**config.mk**
```make
export PLATFORM = sky130hd
export DESIGN_NAME = sequenced_control_unit_flat
export DESIGN_NICKNAME = d
export VERILOG_FILES = /design/src/rtl/sequenced_control_unit_pkg.sv /design/src/rtl/sequenced_control_unit_if.sv /design/src/rtl/sequenced_control_unit_lowest_set_bit.sv /design/src/rtl/sequenced_control_unit.sv /design/src/flat_wrapper.sv
export SDC_FILE = /design/constraint.sdc
export NUM_CORES = 1
export LEC_CHECK = 0
export BUFFER_PORTS_ARGS = -buffer_cell sky130_fd_sc_hd__buf_2
export CAP_MARGIN = 20
export CORE_MARGIN = 2
export CORE_UTILIZATION = 60
export DETAILED_ROUTE_END_ITERATION = 10
export PLACE_DENSITY_LB_ADDON = 0.3
export SETUP_SLACK_MARGIN = 0.1
export SKIP_LAST_GASP = 1
export SLEW_MARGIN = 40
export SYNTH_ARGS = -nofsm -noshare
export SYNTH_HDL_FRONTEND = slang
export SYNTH_SLANG_ARGS = --single-unit
export TNS_END_PERCENT = 50
```
**constraint.sdc**
```tcl
create_clock -name clk -period 6.61 [get_ports clk]
set_input_delay 0.3305 -clock clk [delete_from_list [all_inputs] [get_ports clk]]
set_output_delay 0.3305 -clock clk [all_outputs]
set_load 0.02 [all_outputs]
```
**src/rtl/sequenced_control_unit_pkg.sv**
```systemverilog
// Shared definitions for the sequenced control unit: instruction field
// encodings, ALU command encodings, FSM states and the decode function.
package sequenced_control_unit_pkg;

    localparam logic ENABLE  = 1'b1;
    localparam logic DISABLE = 1'b0;

    // Instruction mode field
    localparam logic [1:0] MODE_ARITH  = 2'b00;
    localparam logic [1:0] MODE_MEM    = 2'b01;
    localparam logic [1:0] MODE_BRANCH = 2'b10;

    // Arithmetic opcodes
    localparam logic [3:0] OP_MOV = 4'b1101;
    localparam logic [3:0] OP_MVN = 4'b1111;
    localparam logic [3:0] OP_ADD = 4'b0100;
    localparam logic [3:0] OP_ADC = 4'b0101;
    localparam logic [3:0] OP_SUB = 4'b0010;
    localparam logic [3:0] OP_SBC = 4'b0110;
    localparam logic [3:0] OP_AND = 4'b0000;
    localparam logic [3:0] OP_ORR = 4'b1100;
    localparam logic [3:0] OP_EOR = 4'b0001;
    localparam logic [3:0] OP_CMP = 4'b1010;
    localparam logic [3:0] OP_TST = 4'b1000;

    // In memory mode the S bit is the L bit: 1 = load, 0 = store
    localparam logic S_LDR = 1'b1;
    localparam logic S_STR = 1'b0;

    // instr[7:4] pattern that turns AND into MUL
    localparam logic [3:0] MUL_PATTERN = 4'b1001;

    // Execute-stage ALU commands
    localparam logic [3:0] NOP_EXE = 4'b0000;
    localparam logic [3:0] MOV_EXE = 4'b0001;
    localparam logic [3:0] MVN_EXE = 4'b1001;
    localparam logic [3:0] ADD_EXE = 4'b0010;
    localparam logic [3:0] ADC_EXE = 4'b0011;
    localparam logic [3:0] SUB_EXE = 4'b0100;
    localparam logic [3:0] SBC_EXE = 4'b0101;
    localparam logic [3:0] AND_EXE = 4'b0110;
    localparam logic [3:0] ORR_EXE = 4'b0111;
    localparam logic [3:0] EOR_EXE = 4'b1000;
    localparam logic [3:0] CMP_EXE = 4'b0100;
    localparam logic [3:0] TST_EXE = 4'b0110;
    localparam logic [3:0] MUL_EXE = 4'b1010;

    typedef enum logic [1:0] {
        ST_IDLE     = 2'd0,
        ST_MUL_WAIT = 2'd1,
        ST_BLOCK    = 2'd2
    } state_t;

    typedef struct packed {
        logic [3:0] cmd;
        logic       mem_read;
        logic       mem_write;
        logic       wb_enable;
        logic       immediate;
        logic       branch_taken;
        logic       status_write_enable;
        logic       ignore_hazard;
        logic       is_mul;
        logic       ctrl_valid;
    } ctrl_t;

    localparam ctrl_t CTRL_BUBBLE = '0;

    // Undefined encodings still occupy a slot in EXE, but do nothing there
    function automatic ctrl_t ctrl_undefined();
        ctrl_t c;
        c = CTRL_BUBBLE;
        c.ctrl_valid = ENABLE;
        return c;
    endfunction

    // One micro-op of an LDM/STM block transfer
    function automatic ctrl_t xfer_op(input logic load, input logic imm);
        ctrl_t c;
        c = CTRL_BUBBLE;
        c.cmd        = ADD_EXE;
        c.mem_read   = load;
        c.wb_enable  = load;
        c.mem_write  = ~load;
        c.immediate  = imm;
        c.ctrl_valid = ENABLE;
        return c;
    endfunction

    // Single-instruction decode (block transfers are sequenced by the top)
    function automatic ctrl_t decode(input logic [1:0] mode, input logic [3:0] opcode,
                                     input logic s, input logic imm,
                                     input logic [3:0] mul_detector);
        ctrl_t c;
        c = CTRL_BUBBLE;
        c.ctrl_valid = ENABLE;
        c.immediate  = imm;
        case (mode)
            MODE_ARITH: begin
                c.status_write_enable = s;
                case (opcode)
                    OP_MOV: begin c.cmd = MOV_EXE; c.wb_enable = ENABLE; c.ignore_hazard = ENABLE; end
                    OP_MVN: begin c.cmd = MVN_EXE; c.wb_enable = ENABLE; c.ignore_hazard = ENABLE; end
                    OP_ADD: begin c.cmd = ADD_EXE; c.wb_enable = ENABLE; end
                    OP_ADC: begin c.cmd = ADC_EXE; c.wb_enable = ENABLE; end
                    OP_SUB: begin c.cmd = SUB_EXE; c.wb_enable = ENABLE; end
                    OP_SBC: begin c.cmd = SBC_EXE; c.wb_enable = ENABLE; end
                    OP_ORR: begin c.cmd = ORR_EXE; c.wb_enable = ENABLE; end
                    OP_EOR: begin c.cmd = EOR_EXE; c.wb_enable = ENABLE; end
                    OP_AND: begin
                        c.wb_enable = ENABLE;
                        if (mul_detector == MUL_PATTERN && imm == DISABLE) begin
                            c.cmd    = MUL_EXE;
                            c.is_mul = ENABLE;
                        end else begin
                            c.cmd = AND_EXE;
                        end
                    end
                    OP_CMP: c.cmd = CMP_EXE;
                    OP_TST: c.cmd = TST_EXE;
                    default: c = ctrl_undefined();
                endcase
            end
            MODE_MEM: begin
                c.cmd = ADD_EXE;
                if (s == S_LDR) begin
                    c.mem_read  = ENABLE;
                    c.wb_enable = ENABLE;
                end else begin
                    c.mem_write = ENABLE;
                end
            end
            MODE_BRANCH: begin
                c.cmd           = NOP_EXE;
                c.branch_taken  = ENABLE;
                c.ignore_hazard = ENABLE;
            end
            default: c = ctrl_undefined();
        endcase
        return c;
    endfunction

endpackage

```
**src/rtl/sequenced_control_unit_if.sv**
```systemverilog
// Decode-side bundle of the sequenced control unit: instruction fields in,
// ID/EX control word and back-pressure out.
interface sequenced_control_unit_if #(
    parameter int REG_LIST_W          = 16,
    parameter int EXECUTE_COMMAND_LEN = 4
);
    logic                              instr_valid;
    logic                              stall;
    logic                              flush;
    logic [1:0]                        mode;
    logic [3:0]                        opcode;
    logic                              s;
    logic                              immediate_in;
    logic [3:0]                        mul_detector;
    logic                              block_transfer;
    logic [REG_LIST_W-1:0]             reg_list;

    logic [EXECUTE_COMMAND_LEN-1:0]    execute_command;
    logic                              mem_read;
    logic                              mem_write;
    logic                              wb_enable;
    logic                              immediate;
    logic                              branch_taken;
    logic                              status_write_enable;
    logic                              ignore_hazard;
    logic                              is_mul;
    logic                              ctrl_valid;
    logic [$clog2(REG_LIST_W)-1:0]     seq_reg_idx;
    logic [$clog2(REG_LIST_W)+1:0]     seq_offset;
    logic                              busy;

    // Decode stage / pipeline side
    modport master (
        output instr_valid, stall, flush, mode, opcode, s, immediate_in,
               mul_detector, block_transfer, reg_list,
        input  execute_command, mem_read, mem_write, wb_enable, immediate,
               branch_taken, status_write_enable, ignore_hazard, is_mul,
               ctrl_valid, seq_reg_idx, seq_offset, busy
    );

    // Control unit side
    modport slave (
        input  instr_valid, stall, flush, mode, opcode, s, immediate_in,
               mul_detector, block_transfer, reg_list,
        output execute_command, mem_read, mem_write, wb_enable, immediate,
               branch_taken, status_write_enable, ignore_hazard, is_mul,
               ctrl_valid, seq_reg_idx, seq_offset, busy
    );
endinterface

```
**src/rtl/sequenced_control_unit_lowest_set_bit.sv**
```systemverilog
// Priority encoder: index of the lowest set bit of vec, with a flag for an
// all-zero vector.
module lowest_set_bit #(
    parameter int REG_LIST_W = 16
) (
    input  logic [REG_LIST_W-1:0]         vec,
    output logic [$clog2(REG_LIST_W)-1:0] idx,
    output logic                          none
);
    localparam int IDX_W = $clog2(REG_LIST_W);

    logic [REG_LIST_W:0]   lower_empty;
    logic [REG_LIST_W-1:0] first;

    assign lower_empty[0] = 1'b1;

    // Ripple "nothing below me is set" upward; exactly one bit of first is hot
    genvar gi;
    generate
        for (gi = 0; gi < REG_LIST_W; gi++) begin : g_chain
            assign first[gi]           = vec[gi] & lower_empty[gi];
            assign lower_empty[gi + 1] = lower_empty[gi] & ~vec[gi];
        end
    endgenerate

    assign none = lower_empty[REG_LIST_W];

    // Encode the one-hot position into a binary index
    always_comb begin
        idx = '0;
        for (int i = 0; i < REG_LIST_W; i++) begin
            if (first[i]) idx = IDX_W'(i);
        end
    end
endmodule

```
**src/rtl/sequenced_control_unit.sv**
```systemverilog
// ID/EX control unit: decodes one instruction per accept into a registered
// control word and sequences multi-cycle MUL and LDM/STM block transfers.
module sequenced_control_unit
    import sequenced_control_unit_pkg::*;
#(
    parameter int MUL_LATENCY         = 4,
    parameter int REG_LIST_W          = 16,
    parameter int EXECUTE_COMMAND_LEN = 4
) (
    input  logic                   clk,
    input  logic                   rst_n,
    sequenced_control_unit_if.slave bus
);
    localparam int IDX_W = $clog2(REG_LIST_W);
    localparam int OFF_W = IDX_W + 2;
    localparam int CNT_W = (MUL_LATENCY > 1) ? $clog2(MUL_LATENCY) : 1;

    state_t                state_reg, state_next;
    logic [CNT_W-1:0]      cnt_reg, cnt_next;
    logic [REG_LIST_W-1:0] list_reg, list_next;
    logic [IDX_W-1:0]      k_reg, k_next;
    logic                  load_reg, load_next;
    logic                  imm_reg, imm_next;
    ctrl_t                 ctrl_reg, ctrl_next;
    logic [IDX_W-1:0]      idx_reg, idx_next;
    logic [OFF_W-1:0]      off_reg, off_next;

    ctrl_t                 dec;
    ctrl_t                 xfer_word;
    logic                  accept;
    logic                  is_block;
    logic [REG_LIST_W-1:0] lsb_src;
    logic [REG_LIST_W-1:0] list_rest;
    logic [IDX_W-1:0]      lsb_idx;
    logic                  lsb_none;

    assign dec      = decode(bus.mode, bus.opcode, bus.s, bus.immediate_in, bus.mul_detector);
    assign is_block = (bus.mode == MODE_MEM) && bus.block_transfer;
    assign accept   = bus.instr_valid & ~bus.stall & ~bus.flush & (state_reg == ST_IDLE);

    // The first micro-op comes straight from the incoming list; later ones
    // from the latched remainder.
    assign lsb_src   = (state_reg == ST_BLOCK) ? list_reg : bus.reg_list;
    assign list_rest = lsb_src & (lsb_src - REG_LIST_W'(1));
    assign xfer_word = (state_reg == ST_BLOCK) ? xfer_op(load_reg, imm_reg)
                                               : xfer_op(bus.s, bus.immediate_in);

    lowest_set_bit #(.REG_LIST_W(REG_LIST_W)) u_lsb (
        .vec  (lsb_src),
        .idx  (lsb_idx),
        .none (lsb_none)
    );

    // Next-state: sequence MUL latency and block-transfer register walk
    always_comb begin
        state_next = state_reg;
        cnt_next   = cnt_reg;
        list_next  = list_reg;
        k_next     = k_reg;
        load_next  = load_reg;
        imm_next   = imm_reg;
        if (bus.flush) begin
            state_next = ST_IDLE;
            cnt_next   = '0;
            list_next  = '0;
            k_next     = '0;
        end else if (!bus.stall) begin
            case (state_reg)
                ST_IDLE: begin
                    if (accept) begin
                        if (is_block) begin
                            list_next = list_rest;
                            load_next = bus.s;
                            imm_next  = bus.immediate_in;
                            if (list_rest != '0) begin
                                state_next = ST_BLOCK;
                                k_next     = IDX_W'(1);
                            end
                        end else if (dec.is_mul && MUL_LATENCY > 1) begin
                            state_next = ST_MUL_WAIT;
                            cnt_next   = CNT_W'(MUL_LATENCY - 1);
                        end
                    end
                end
                ST_MUL_WAIT: begin
                    if (cnt_reg <= CNT_W'(1)) begin
                        state_next = ST_IDLE;
                        cnt_next   = '0;
                    end else begin
                        cnt_next = cnt_reg - CNT_W'(1);
                    end
                end
                ST_BLOCK: begin
                    list_next = list_rest;
                    if (list_rest == '0) begin
                        state_next = ST_IDLE;
                        k_next     = '0;
                    end else begin
                        k_next = k_reg + IDX_W'(1);
                    end
                end
                default: state_next = ST_IDLE;
            endcase
        end
    end

    // Output word for the next cycle: decoded word, micro-op or bubble
    always_comb begin
        ctrl_next = ctrl_reg;
        idx_next  = idx_reg;
        off_next  = off_reg;
        if (bus.flush) begin
            ctrl_next = CTRL_BUBBLE;
            idx_next  = '0;
            off_next  = '0;
        end else if (!bus.stall) begin
            ctrl_next = CTRL_BUBBLE;
            idx_next  = '0;
            off_next  = '0;
            case (state_reg)
                ST_IDLE: begin
                    if (accept) begin
                        if (is_block) begin
                            // An empty list issues nothing: it stays a bubble
                            if (!lsb_none) begin
                                ctrl_next = xfer_word;
                                idx_next  = lsb_idx;
                            end
                        end else begin
                            ctrl_next = dec;
                        end
                    end
                end
                ST_BLOCK: begin
                    ctrl_next = xfer_word;
                    idx_next  = lsb_idx;
                    off_next  = {k_reg, 2'b00};
                end
                default: ;
            endcase
        end
    end

    // State and output registers; reset clears everything immediately
    always_ff @(posedge clk or negedge rst_n) begin
        if (!rst_n) begin
            state_reg <= ST_IDLE;
            cnt_reg   <= '0;
            list_reg  <= '0;
            k_reg     <= '0;
            load_reg  <= 1'b0;
            imm_reg   <= 1'b0;
            ctrl_reg  <= CTRL_BUBBLE;
            idx_reg   <= '0;
            off_reg   <= '0;
        end else begin
            state_reg <= state_next;
            cnt_reg   <= cnt_next;
            list_reg  <= list_next;
            k_reg     <= k_next;
            load_reg  <= load_next;
            imm_reg   <= imm_next;
            ctrl_reg  <= ctrl_next;
            idx_reg   <= idx_next;
            off_reg   <= off_next;
        end
    end

    assign bus.execute_command     = EXECUTE_COMMAND_LEN'(ctrl_reg.cmd);
    assign bus.mem_read            = ctrl_reg.mem_read;
    assign bus.mem_write           = ctrl_reg.mem_write;
    assign bus.wb_enable           = ctrl_reg.wb_enable;
    assign bus.immediate           = ctrl_reg.immediate;
    assign bus.branch_taken        = ctrl_reg.branch_taken;
    assign bus.status_write_enable = ctrl_reg.status_write_enable;
    assign bus.ignore_hazard       = ctrl_reg.ignore_hazard;
    assign bus.is_mul              = ctrl_reg.is_mul;
    assign bus.ctrl_valid          = ctrl_reg.ctrl_valid;
    assign bus.seq_reg_idx         = idx_reg;
    assign bus.seq_offset          = off_reg;
    assign bus.busy                = (state_reg != ST_IDLE);
endmodule
```
**src/flat_wrapper.sv**
```systemverilog
// flat-port wrapper written by rule: the top's interface ports become plain ports
module sequenced_control_unit_flat import sequenced_control_unit_pkg::*;
#(
    parameter int MUL_LATENCY         = 4,
    parameter int REG_LIST_W          = 16,
    parameter int EXECUTE_COMMAND_LEN = 4
)
  (clk, rst_n, bus_instr_valid, bus_stall, bus_flush, bus_mode, bus_opcode, bus_s, bus_immediate_in, bus_mul_detector, bus_block_transfer, bus_reg_list, bus_execute_command, bus_mem_read, bus_mem_write, bus_wb_enable, bus_immediate, bus_branch_taken, bus_status_write_enable, bus_ignore_hazard, bus_is_mul, bus_ctrl_valid, bus_seq_reg_idx, bus_seq_offset, bus_busy);
  sequenced_control_unit_if #(.REG_LIST_W(REG_LIST_W), .EXECUTE_COMMAND_LEN(EXECUTE_COMMAND_LEN)) bus_i ();
  input  logic clk;
  input  logic rst_n;
  input wire logic [$bits(bus_i.instr_valid)-1:0] bus_instr_valid;
  input wire logic [$bits(bus_i.stall)-1:0] bus_stall;
  input wire logic [$bits(bus_i.flush)-1:0] bus_flush;
  input wire logic [$bits(bus_i.mode)-1:0] bus_mode;
  input wire logic [$bits(bus_i.opcode)-1:0] bus_opcode;
  input wire logic [$bits(bus_i.s)-1:0] bus_s;
  input wire logic [$bits(bus_i.immediate_in)-1:0] bus_immediate_in;
  input wire logic [$bits(bus_i.mul_detector)-1:0] bus_mul_detector;
  input wire logic [$bits(bus_i.block_transfer)-1:0] bus_block_transfer;
  input wire logic [$bits(bus_i.reg_list)-1:0] bus_reg_list;
  output wire logic [$bits(bus_i.execute_command)-1:0] bus_execute_command;
  output wire logic [$bits(bus_i.mem_read)-1:0] bus_mem_read;
  output wire logic [$bits(bus_i.mem_write)-1:0] bus_mem_write;
  output wire logic [$bits(bus_i.wb_enable)-1:0] bus_wb_enable;
  output wire logic [$bits(bus_i.immediate)-1:0] bus_immediate;
  output wire logic [$bits(bus_i.branch_taken)-1:0] bus_branch_taken;
  output wire logic [$bits(bus_i.status_write_enable)-1:0] bus_status_write_enable;
  output wire logic [$bits(bus_i.ignore_hazard)-1:0] bus_ignore_hazard;
  output wire logic [$bits(bus_i.is_mul)-1:0] bus_is_mul;
  output wire logic [$bits(bus_i.ctrl_valid)-1:0] bus_ctrl_valid;
  output wire logic [$bits(bus_i.seq_reg_idx)-1:0] bus_seq_reg_idx;
  output wire logic [$bits(bus_i.seq_offset)-1:0] bus_seq_offset;
  output wire logic [$bits(bus_i.busy)-1:0] bus_busy;
  assign bus_i.instr_valid = bus_instr_valid;
  assign bus_i.stall = bus_stall;
  assign bus_i.flush = bus_flush;
  assign bus_i.mode = bus_mode;
  assign bus_i.opcode = bus_opcode;
  assign bus_i.s = bus_s;
  assign bus_i.immediate_in = bus_immediate_in;
  assign bus_i.mul_detector = bus_mul_detector;
  assign bus_i.block_transfer = bus_block_transfer;
  assign bus_i.reg_list = bus_reg_list;
  assign bus_execute_command = bus_i.execute_command;
  assign bus_mem_read = bus_i.mem_read;
  assign bus_mem_write = bus_i.mem_write;
  assign bus_wb_enable = bus_i.wb_enable;
  assign bus_immediate = bus_i.immediate;
  assign bus_branch_taken = bus_i.branch_taken;
  assign bus_status_write_enable = bus_i.status_write_enable;
  assign bus_ignore_hazard = bus_i.ignore_hazard;
  assign bus_is_mul = bus_i.is_mul;
  assign bus_ctrl_valid = bus_i.ctrl_valid;
  assign bus_seq_reg_idx = bus_i.seq_reg_idx;
  assign bus_seq_offset = bus_i.seq_offset;
  assign bus_busy = bus_i.busy;
  sequenced_control_unit #(.MUL_LATENCY(MUL_LATENCY), .REG_LIST_W(REG_LIST_W), .EXECUTE_COMMAND_LEN(EXECUTE_COMMAND_LEN)) u_core (.clk(clk), .rst_n(rst_n), .bus(bus_i));
endmodule
```
### Yosys cells after proc, flatten, opt, wreduce, memory -nomap -nowiden

Index checks and enable logic that the tools add are counted.

* input bits: 34
* bits in registers: 49
* output and inout port bits: 24
* word-level logic and storage cells: 198

* eq/ne operators: 25
* order comparisons: 1
* multiplexer cells: 76
* add/subtract/negate cells: 3
* reduce and logical (&&, ||, !) cells: 20
* bitwise operators: 55

Operators by type and width (count)
* $mux W4: 26
* $mux W16: 5
* $mux W13: 5
* $pmux W4 S10: 1
* $and A1 B1 Y1: 33
* $pmux W16 S2: 1
* $mux W2: 15
* $pmux W13 S2: 1
* $eq A4 B4 Y1 const B: 6
* $pmux W4 S2: 3
* $not A1 Y1: 21
* $mux W6: 3
* $and A16 B16 Y16: 1
* $logic_not A16 Y1: 1
* $reduce_bool A16 Y1: 1
* $sub A16 B1 Y16 const B: 1
* $reduce_and A5 Y1: 3
* $eq A4 B3 Y1 const B: 3
* $ne A3 B2 Y1 const B: 4
* $reduce_or A11 Y1: 1
* $mux W9: 1
* $ne A3 B3 Y1 const B: 3
* $reduce_or A9 Y1: 1
* $mux W1: 8
* other kinds (23): 32

### Logic depth before layout (Yosys ltp)

Gate-level depths: netlist of run 1.

* word-level depth: 25
* gate-level depth with buffers: 11
* mapped depth without buffers: 9

### Hierarchy

Synthesis of run 1 repeated with hierarchy kept, for this count alone.

* cell total of the unflattened synthesis: 367
* area total of the unflattened synthesis: 3124.2 µm²

By module, submodules not included
* sequenced_control_unit: cells an instance 337, times used 1, sequential area each 1151.1 µm², area an instance 2940.3 µm²
* lowest_set_bit: cells an instance 30, times used 1, sequential area each 0.0 µm², area an instance 183.9 µm²

### Least setup slack after synthesis of run 1

No wires, ideal clock.

* path type: reg2reg
* start: register u_core.list_reg[7]
* end: register u_core.k_reg[3]
* setup slack: 3.564 ns
* required time: 6.488 ns
* buffers on the path: 1
* stages on the path, launching flop included: 10
* arrival time: 2.925 ns
* library setup time: 0.122 ns
* period minus slack after synthesis: 3.046 ns
* cell sequence: dfrtp_1 or4b_1 o31a_1 or4_1 buf_2 nor3_4 nor2_1 or4b_4 or2_1 a32o_1

* word-level cells in the longest chain between the ends: 8
* elaborated cells between the ends (all ways): 11
* classes of those cells: 1 x add/sub; 1 x eq/ne; 5 x mux; 1 x bitwise; 3 x reduce/logical

Ends and longest elaborated chain
* start: declaration: RTL line sequenced_control_unit.sv:20 `logic [REG_LIST_W-1:0] list_reg, list_next;`
* start signal: assignment: RTL line sequenced_control_unit.sv:159 `list_reg <= list_next;`
* $mux W16 (*): RTL line sequenced_control_unit.sv:43 `assign lsb_src = (state_reg == ST_BLOCK) ? list_reg : bus.reg_list;`
* $sub A16 B1 Y16: RTL line sequenced_control_unit.sv:44 `assign list_rest = lsb_src & (lsb_src - REG_LIST_W'(1));`
* $and A16 B16 Y16 (*): RTL line sequenced_control_unit.sv:44
* $logic_not A16 Y1: RTL line sequenced_control_unit.sv:95 `if (list_rest == '0) begin`
* $mux W4: RTL line sequenced_control_unit.sv:95
* $pmux W4 S2: RTL line sequenced_control_unit.sv:68 `case (state_reg)`
* $mux W4: RTL line sequenced_control_unit.sv:67 `end else if (!bus.stall) begin`
* $mux W4: RTL line sequenced_control_unit.sv:62 `if (bus.flush) begin`
* end signal: assignment: RTL line sequenced_control_unit.sv:160 `k_reg <= k_next;`
* end: declaration: RTL line sequenced_control_unit.sv:21 `logic [IDX_W-1:0] k_reg, k_next;`

Mark *: on every way between the ends. The rest lies on a longest branch, timed or not. The select of a mux whose other input is x is not followed.
A chain may end at the register's enable or synchronous reset.

### Final worst setup path of run 1

* start: register u_core.state_reg[1]
* end: register u_core.k_reg[3]

* word-level cells in the longest chain between the ends: 9
* elaborated cells between the ends (all ways): 17
* classes of those cells: 1 x add/sub; 4 x eq/ne; 5 x mux; 2 x bitwise; 5 x reduce/logical

Ends and longest elaborated chain
* start: declaration: RTL line sequenced_control_unit.sv:18 `state_t state_reg, state_next;`
* start signal: assignment: RTL line sequenced_control_unit.sv:157 `state_reg <= state_next;`
* $eq A2 B2 Y1: RTL line sequenced_control_unit.sv:43, sequenced_control_unit.sv:68
* $mux W16: RTL line sequenced_control_unit.sv:43
* $sub A16 B1 Y16: RTL line sequenced_control_unit.sv:44
* $and A16 B16 Y16: RTL line sequenced_control_unit.sv:44
* $logic_not A16 Y1: RTL line sequenced_control_unit.sv:95
* $mux W4: RTL line sequenced_control_unit.sv:95
* $pmux W4 S2: RTL line sequenced_control_unit.sv:68
* $mux W4: RTL line sequenced_control_unit.sv:67
* $mux W4: RTL line sequenced_control_unit.sv:62

Parallel ways exist; a longest one is shown, timed or not. The select of a mux whose other input is x is not followed.

==> flow_results.org, run 1 <==
** STA
- The hold violation total from the final report is 0.
- In this run the tightest slew margin relative to its limit is between 50 and 60%.
- Minimum period implied by the final worst setup slack :: ~3.6 ns
- Setup total negative slack on the finished layout was measured at 0 ns.
- Derived from the worst setup path, the maximum achievable clock frequency is ~280 MHz.
- Final setup violation count :: 0
- Share of the clock period used by the worst path :: approximately 54%
- On the final layout, the worst clock skew is 0.00319 ns.
- Final worst-path setup slack :: between 3 and 4 ns
- Max-slew violations :: 0
- Setup repair after global routing left no endpoint under its margin.
- At the pin with the least slew margin, the transition time is just over 0.6 ns.

** Layout
- Most used cells in the layout excluding fill and tap cells :: buf_2, dfrtp_1, nor2_1, nand2_1, a21oi_1
- Fraction of layout instances using a drive strength above 1 :: roughly a fifth
- Fill cell instance count of the final layout :: 403
- Net count of the finished layout :: between 400 and 500
- The register with the most flip-flops in the layout has 15 of them.
- Commonest non-fill, non-tap cell in the layout :: buf_2
- Area growth syn-to-layout :: 13.0%
- 0 antenna diodes ended up in the layout.

** CTS
- In this run, post-CTS repair resized a total of 0 instances.
- Number of levels the H-tree was split into :: 2
- Total setup buffers inserted after CTS :: 0
- Hold Buf Count CTS :: 0
- For this design, the sink count on the clock tree is 46.
- Clock tree synthesis inserted a total of 5 buffers.
- The later pin in the worst-skew pair is clocked with a latency of 0.30 ns.
- TritonCTS clock tree :: yes
- In this run the deepest clock path goes through 2 buffers.
- Clock-pin slew was measured on the worst setup and hold paths at about 0.090 ns.
- The root buffer cell chosen for the clock tree is clkbuf_8.

** Detailed routing
- Number of DRC markers after the initial detailed-route iteration :: around 250
- Using the TritonRoute via totals, the vias-per-cell ratio works out to ~6.3.
- In the final routed layout, each cell accounts on average for 16.4 um.
- The final route contains 2,908 vias.
- Pre-antenna DRT Iters :: 5
- # DRC :: 0
- Routed Antenna Nets :: 0
- Sum of routed wire length over all layers :: ~7500 um

** Synthesis
- Synthesized-area fraction occupied by ao, oa, aoi and oai cells :: between 20% and 30%
- Post-synthesis mux area share :: 6.42%
- After synthesis, the share of flip-flops with an asynchronous set or reset is 100%.
- Total standard cell area after synthesis :: 3020 um^2
- Share of the yosys chip area belonging to registers :: 38.1%
- During synthesis, Yosys emitted a total of 0 warnings.
- Summing the areas of all xor and xnor instances in the mapped netlist gives 0.580% of the synthesized area.
- After synthesis, the netlist uses 67 different library cells.
- Among all flip-flop cells after synthesis, the most frequent one is dfrtp_1.
- Flip-flop and latch count after synthesis :: 46
- Mapped Avg Cell Area :: a little under 9 um^2
- Counting flops with a built-in enable in the synthesized netlist gives 0.
- After synthesis, the largest family of logic cells by area is compound AO/OA/AOI/OAI gates.
- Adder-cell area share of the yosys netlist :: under 10%
- Of the total synthesized cell area, the portion taken by AND, OR, NAND and NOR gates is between 20 and 25%.
- Cell count after synthesis :: about 350

** Critical path
- Reg2Reg Depth :: 9
- At the worst endpoint, the arrival time is 3.77 ns.
- Data required time of the worst path :: ~7 ns
- CP Launch Type :: flop
- Type of destination of the critical path :: flop
- Across all register-to-register paths, the minimum setup slack is slightly above 3 ns.
- In this run the worst path has a maximum fanout of 29.
- Critical path destination :: u_core.k_reg[3]
- End of the worst register-to-register path :: u_core.k_reg[3]
- The startpoint identified for the worst register-to-register timing path is u_core.state_reg[1].
- The worst setup path is of the flop to flop kind.
- In this run the worst setup path begins at u_core.state_reg[1].

** Power
- PwrDens :: roughly 180 nW/um^2
- The worst-case IR drop observed on VDD is about 120 uV.
- Leakage component of the power :: roughly 0.0016 uW

** GRT
- The via count of the first global-routing pass is between 2,000 and 3,000.
- Initial antenna violation count :: 0
- Global-route wire length before repair :: ~12,000 um
- Remaining global-route overflow :: 0
- Global routing used 27.9% of the available tracks.
- Entering global routing, the biggest net connects 47 pins.

** Run status
- Result of the run :: finished, final reports clean

** Hold path
- Worst hold-check path type :: input port to asynchronous set/reset pin

** Floorplanning
- Pin placement for this block handled a little under 60 I/O pins.
- Area of the core :: roughly 4800 um^2
- Initial core utilization :: a little over three fifths
- Die boundary height :: 75.0 um
- In this run the horizontal extent of the chip is roughly 75 um.
- The die covers around 5600 um^2.
- Number of core rows :: 25

** Place
- During placement, the flow inserted port buffers numbering 55.
- Before CTS, the worst setup slack after placement is 3.09 ns.
- Detailed placement ended at an HPWL of between 5000 and 6000 um.
- Routability-driven placement finished with a final weighted congestion of just under 1.

** Run
- The tool flagged a number of max-cap violations equal to 0.
==> critical path: stages (launching register included) <==
cell and delay (ns):
dfrtp_1 0.55, nor2b_2 0.20, buf_4 0.34, o21ai_1 0.22
or4_1 0.76, nor2_4 0.21, a21oi_1 0.10, or4b_4 0.59
or2_1 0.27, a32o_1 0.22
==> final cells by class <==
type / count / area [um^2] / area share, %
Clock buffer: 7 / 86.3 / 2.53
Clock inverter: 1 / 5.00 / 0.147
Inverter: 8 / 30.0 / 0.880
Multi-Input combinational cell: 272 / 1750 / 51.2
Sequential cell: 46 / 1150 / 33.7
Tap cell: 67 / 83.8 / 2.46
Timing Repair Buffer: 59 / 308 / 9.02
==> cells in the mapped netlist (all sizes together) (6+ instances only) <==
cell type | count | area [um^2]
dfrtp | 46 | 1150
nor2 | 46 | 188
nand2 | 38 | 143
a21oi | 23 | 115
o21ai | 18 | 90.1
mux2i | 16 | 160
clkbuf | 13 | 48.8
nor3 | 11 | 66.3
buf | 10 | 48.8
a22o | 9 | 78.8
inv | 8 | 30.0
nand3 | 8 | 40.0
a32o | 7 | 70.1
ha | 6 | 75.1
o31ai | 6 | 45.0
==> stage by stage <==
step	hold slack (ns)	std cells	utilization, %	total power, uW	instance area, um^2
after floorplan	0.0349	349	-	395	3030
after global placement	0.445	452	69.4	434	3320
after detailed placement	0.366	452	69.4	437	3320
after CTS	0.0407	460	71.3	614	3410
after global routing	0.0672	460	71.3	646	3410
final	0.0186	460	71.3	616	3410
==> cell families (layout without fill, tap and decap cells) <==
family,count (synthesis),after routing
other,1,2
buffers and inverters,31,75
adders and majority gates,6,6
AOI/OAI and AO/OA,107,107
and+or+nand+nor,136,136
muxes,19,19
DFF,46,46
xor gates and xnor gates,2,2
==> per-layer routing <==
layer | up-vias | global-route usage, % | part of all wire (%)
met5 | - | 0 | 0
met3 | 21 | 4.55 | 7.1
li1 | 1369 | - | -
met1 | 1372 | 39.8 | 43
met2 | 146 | 44.4 | 48
met4 | 0 | 7.54 | 2.0
==> how the worst min path moves through the flow <==
stage                                          to
floorplan                 u_core.bus.branch_taken
global placement    u_core.bus.execute_command[0]
detailed placement            u_core.list_reg[13]
CTS                           u_core.list_reg[13]
global route        u_core.bus.execute_command[0]
finish                        u_core.list_reg[12]
==> power by group <==
group	internal, uW	switching [uW]
logic	46.8	78.9
clock network	84.6	96.4
registers	295	13.7
Note: power is estimated with default switching activity, not from simulation.
==> run 2: changes to the inputs <==
--- a/config.mk
+++ b/config.mk
@@ -8,7 +8,7 @@
 export BUFFER_PORTS_ARGS = -buffer_cell sky130_fd_sc_hd__buf_2
 export CAP_MARGIN = 20
 export CORE_MARGIN = 2
-export CORE_UTILIZATION = 60
+export CORE_UTILIZATION = 50
 export DETAILED_ROUTE_END_ITERATION = 10
 export PLACE_DENSITY_LB_ADDON = 0.3
 export SETUP_SLACK_MARGIN = 0.1
==> constraint.sdc (replaced) <==
create_clock -name clk -period 2.9 [get_ports clk]
set_input_delay 0.145 -clock clk [delete_from_list [all_inputs] [get_ports clk]]
set_output_delay 0.145 -clock clk [all_outputs]
set_load 0.02 [all_outputs]
==> flow_results.org, run 2 (synthesis gave the netlist of run 1 again) <==
** Run status
- Result of the run :: complete, but fails checks (was finished, final reports clean)
- The final reports fail on negative setup slack.

** Power
- The internal portion of total power came to 1080 uW (was 427 uW).
- The worst supply voltage drop on vdd was 324 uV (was 121 uV).
- The share of power burned in the clock network was 32.4% (was 29.4%).
- Leakage component of the power :: 0.00187 uW (was 0.00164 uW)
- The part of the total power dissipated in sequential elements is 45.2% (was 50.2%).
- The net load switching power was 471 uW (was 189 uW).
- The relative contribution of combinational cells to total power was 22.5% (was 20.4%).
- The overall power is 1550 uW (was 616 uW).
- PwrDens :: 406 nW/um^2 (was 180 nW/um^2)
- Switching part of the total power :: 30.3% (was 30.7%)

** Critical path
- Kind of critical path :: flop to flop (unchanged)
- Worst-path fanout max :: 6 (was 29)
- The arrival time at the worst endpoint came to 3.24 ns (was 3.77 ns).
- Type of destination of the critical path :: flop (unchanged)
- The kind of launch point of the worst setup path is a flop (unchanged).
- The worst path required time is 3.10 ns (was 6.80 ns).

** CTS
- Sink Count :: 46 (unchanged)
- The TritonCTS clock tree is yes (unchanged).
- The maximum root-to-sink buffer count was 2 (unchanged).
- Number of levels the H-tree was split into :: 2 (unchanged)
- The insertion delay of the later-clocked pin in the worst-skew pair was 0.31 ns (was 0.30 ns).
- Clock Root Buffer :: clkbuf_8 (unchanged)
- The number of buffers added by the clock tree synthesis step came to 5 (unchanged).
- Post-CTS clock slew at the launch and capture registers of the worst setup and hold paths :: 0.10 ns (was 0.09 ns)

** Layout
- Number of flip-flops in the largest register :: 15 (unchanged)
- The most frequent standard cell in the layout excluding fill and tap cells is buf_2 (unchanged).
- The count of filler cells inserted in the layout is 495 (was 403).
- The proportion of layout cells with a drive suffix above 1 is 29.3% (was 19.3%).
- The total inserted antenna cells came to 0 (unchanged).
- Final standard cell area without fillers :: 3820 um^2 (was 3410 um^2)
- Net count of the finished layout :: 472 (was 432)
- Most used cells in the layout excluding fill and tap cells :: buf_2, dfrtp_1, nor2_1, buf_4, nand2_1 (was buf_2, dfrtp_1, nor2_1, nand2_1, a21oi_1)
- The growth of design area from synthesis to finish came to 26.5% (was 13.0%).

** STA
- Share of the clock period used by the worst path :: 105% (was 54.2%)
- Final Hold Slack :: 0.103 ns (was 0.0186 ns)
- The maximum achievable frequency was 330 MHz (was 279 MHz).
- The transition time at the pin with the least slew margin is 0.581 ns (was 0.605 ns).
- Final setup violation count :: 5 (was 0)
- Setup repair after global routing missed its margin :: true (was false)
- Post-route setup TNS :: -0.446 ns (was 0 ns)
- Final worst clock skew :: 0.00731 ns (was 0.00319 ns)
- The relative slew slack came to 61.3% (was 59.3%).
- Max-slew violations :: 0 (unchanged)
- Final worst-path setup slack :: -0.133 ns (was 3.03 ns)
- Minimum period implied by the final worst setup slack :: 3.03 ns (was 3.58 ns)
- Count of final hold-check violations :: 0 (unchanged)

** Place
- The worst slack at placement is -0.173 ns (was 3.09 ns).
- The post-place instance area came to 3590 um^2 (was 3320 um^2).
- The final weighted congestion in routability-driven placement was 1.00 (was 0.977).
- Estimated wirelength of the detail-placed design :: 6030 um (was 5480 um)
- # port buffers :: 55 (unchanged)

** Detailed routing
- Via density per instance :: 6.05 (was 6.32)
- The wire length after detailed routing is 8420 um (was 7530 um).
- Pre-antenna DRT Iters :: 5 (unchanged)
- WL/cell :: 16.6 um (was 16.4 um)
- The number of nets with antenna violations after detailed routing is 0 (unchanged).
- # DRC :: 0 (unchanged)
- Number of DRC markers after the initial detailed-route iteration :: 213 (was 246)
- The detailed-route via count is 3,074 (was 2,908).

** Floorplanning
- The area of the core came to 5890 um^2 (was 4790 um^2).
- The starting utilization of the core area was 51.3% (was 63.1%).
- Die X-Extent :: 81.7 um (was 75.0 um)
- The die outline area is 6680 um^2 (was 5620 um^2).
- IO Pins :: 58 (unchanged)
- Number of core rows :: 28 (was 25)
- Die boundary height :: 81.7 um (was 75.0 um)

** GRT
- Via count of the first global-routing pass :: 2,884 (was 2,547)
- Global-route wire length before repair :: 13,500 um (was 12,000 um)
- The largest net degree at the start of global routing was 47 (unchanged).
- Total Routing Usage GR :: 26.5% (was 27.9%)
- Initial antenna violation count :: 0 (unchanged)
- The final global-route overflow total is 0 (unchanged).

** Hold path
- Worst hold-check path type :: input port to flop (was input port to asynchronous set/reset pin)

** Run
- Number of maximum-capacitance constraint violations :: 0 (unchanged)
## run 2: cell count changes in the layout (fill, tap and decap cells not counted), sizes merged
cell | before | now
dlygate4sd3 | 0 | 1
bufinv | 0 | 1
clkinv | 1 | 0
inv | 8 | 10
buf | 59 | 98
clkbuf | 7 | 5
## run 2: per-stage QoR
step           std cells  util (%)
5_1_grt              508      64.9
3_3_place_gp         494      60.9
3_5_place_dp         494      60.9
4_1_cts              506      63.9
6_report             508      64.9
2_1_floorplan        349         -
## run 2: final cells by class
cell class                      count  area (um^2)  share of cell area [%]
Inverter                            8         30.0                   0.786
Multi-Input combinational cell    272         1810                    47.3
Clock buffer                        5         68.8                    1.80
Clock inverter                      3         47.5                    1.24
Sequential cell                    46         1150                    30.1
Tap cell                           75         93.8                    2.45
Timing Repair Buffer               99          622                    16.3
## run 2: metal layers
| metal | vias to the layer above | track usage [%] | wire length [um] |
|---|---|---|---|
| met3 | 17 | 3.74 | 525 |
| met1 | 1489 | 34.0 | 3620 |
| met4 | 0 | 9.83 | 184 |
| met2 | 120 | 45.2 | 4100 |
| met5 | - | 0 | 0 |
| li1 | 1448 | - | - |
## run 2: power groups by stage
stage | Clock, uW | Combinational, uW | Sequential (uW)
6_report | 502 | 349 | 701
5_1_grt | 545 | 381 | 706
4_1_cts | 518 | 335 | 700
3_5_place_dp | 0 | 329 | 712
3_3_place_gp | 0 | 325 | 710
2_1_floorplan | 0 | 188 | 712
## run 2: repair_timing
| item | in CTS | in global routing |
|---|---|---|
| endpoints found under the hold margin | 46 | 0 |
| setup buffers | 3 | 2 |
| endpoints found under the setup margin | 6 | 9 |
| resized for setup | 7 | 10 |
| pin swaps | 5 | 1 |
| hold buffers | 1 | 0 |
## run 2: final timing paths
check,cells after the start,to,startpoint,slack [ns]
setup / recovery,9,u_core.k_reg[2],u_core.state_reg[0],-0.13
hold / removal,2,u_core.imm_reg,bus_immediate_in,0.10
setup reg to reg,9,u_core.k_reg[2],u_core.state_reg[0],-0.13
hold reg to reg,1,u_core.bus.mem_read,u_core.bus.mem_read,0.48
max in group asynchronous,2,u_core.bus.is_mul,rst_n,2.13
min in group asynchronous,2,u_core.list_reg[10],rst_n,0.37
## run 2: worst max-delay path, stage by stage, from the launching register on
cell,delay (ns)
dfrtp_1,0.41
or4b_4,0.55
o31a_1,0.15
or4_4,0.45
buf_8,0.16
nor2_4,0.10
a21oi_2,0.07
or4b_4,0.58
or2_4,0.25
a32o_1,0.22
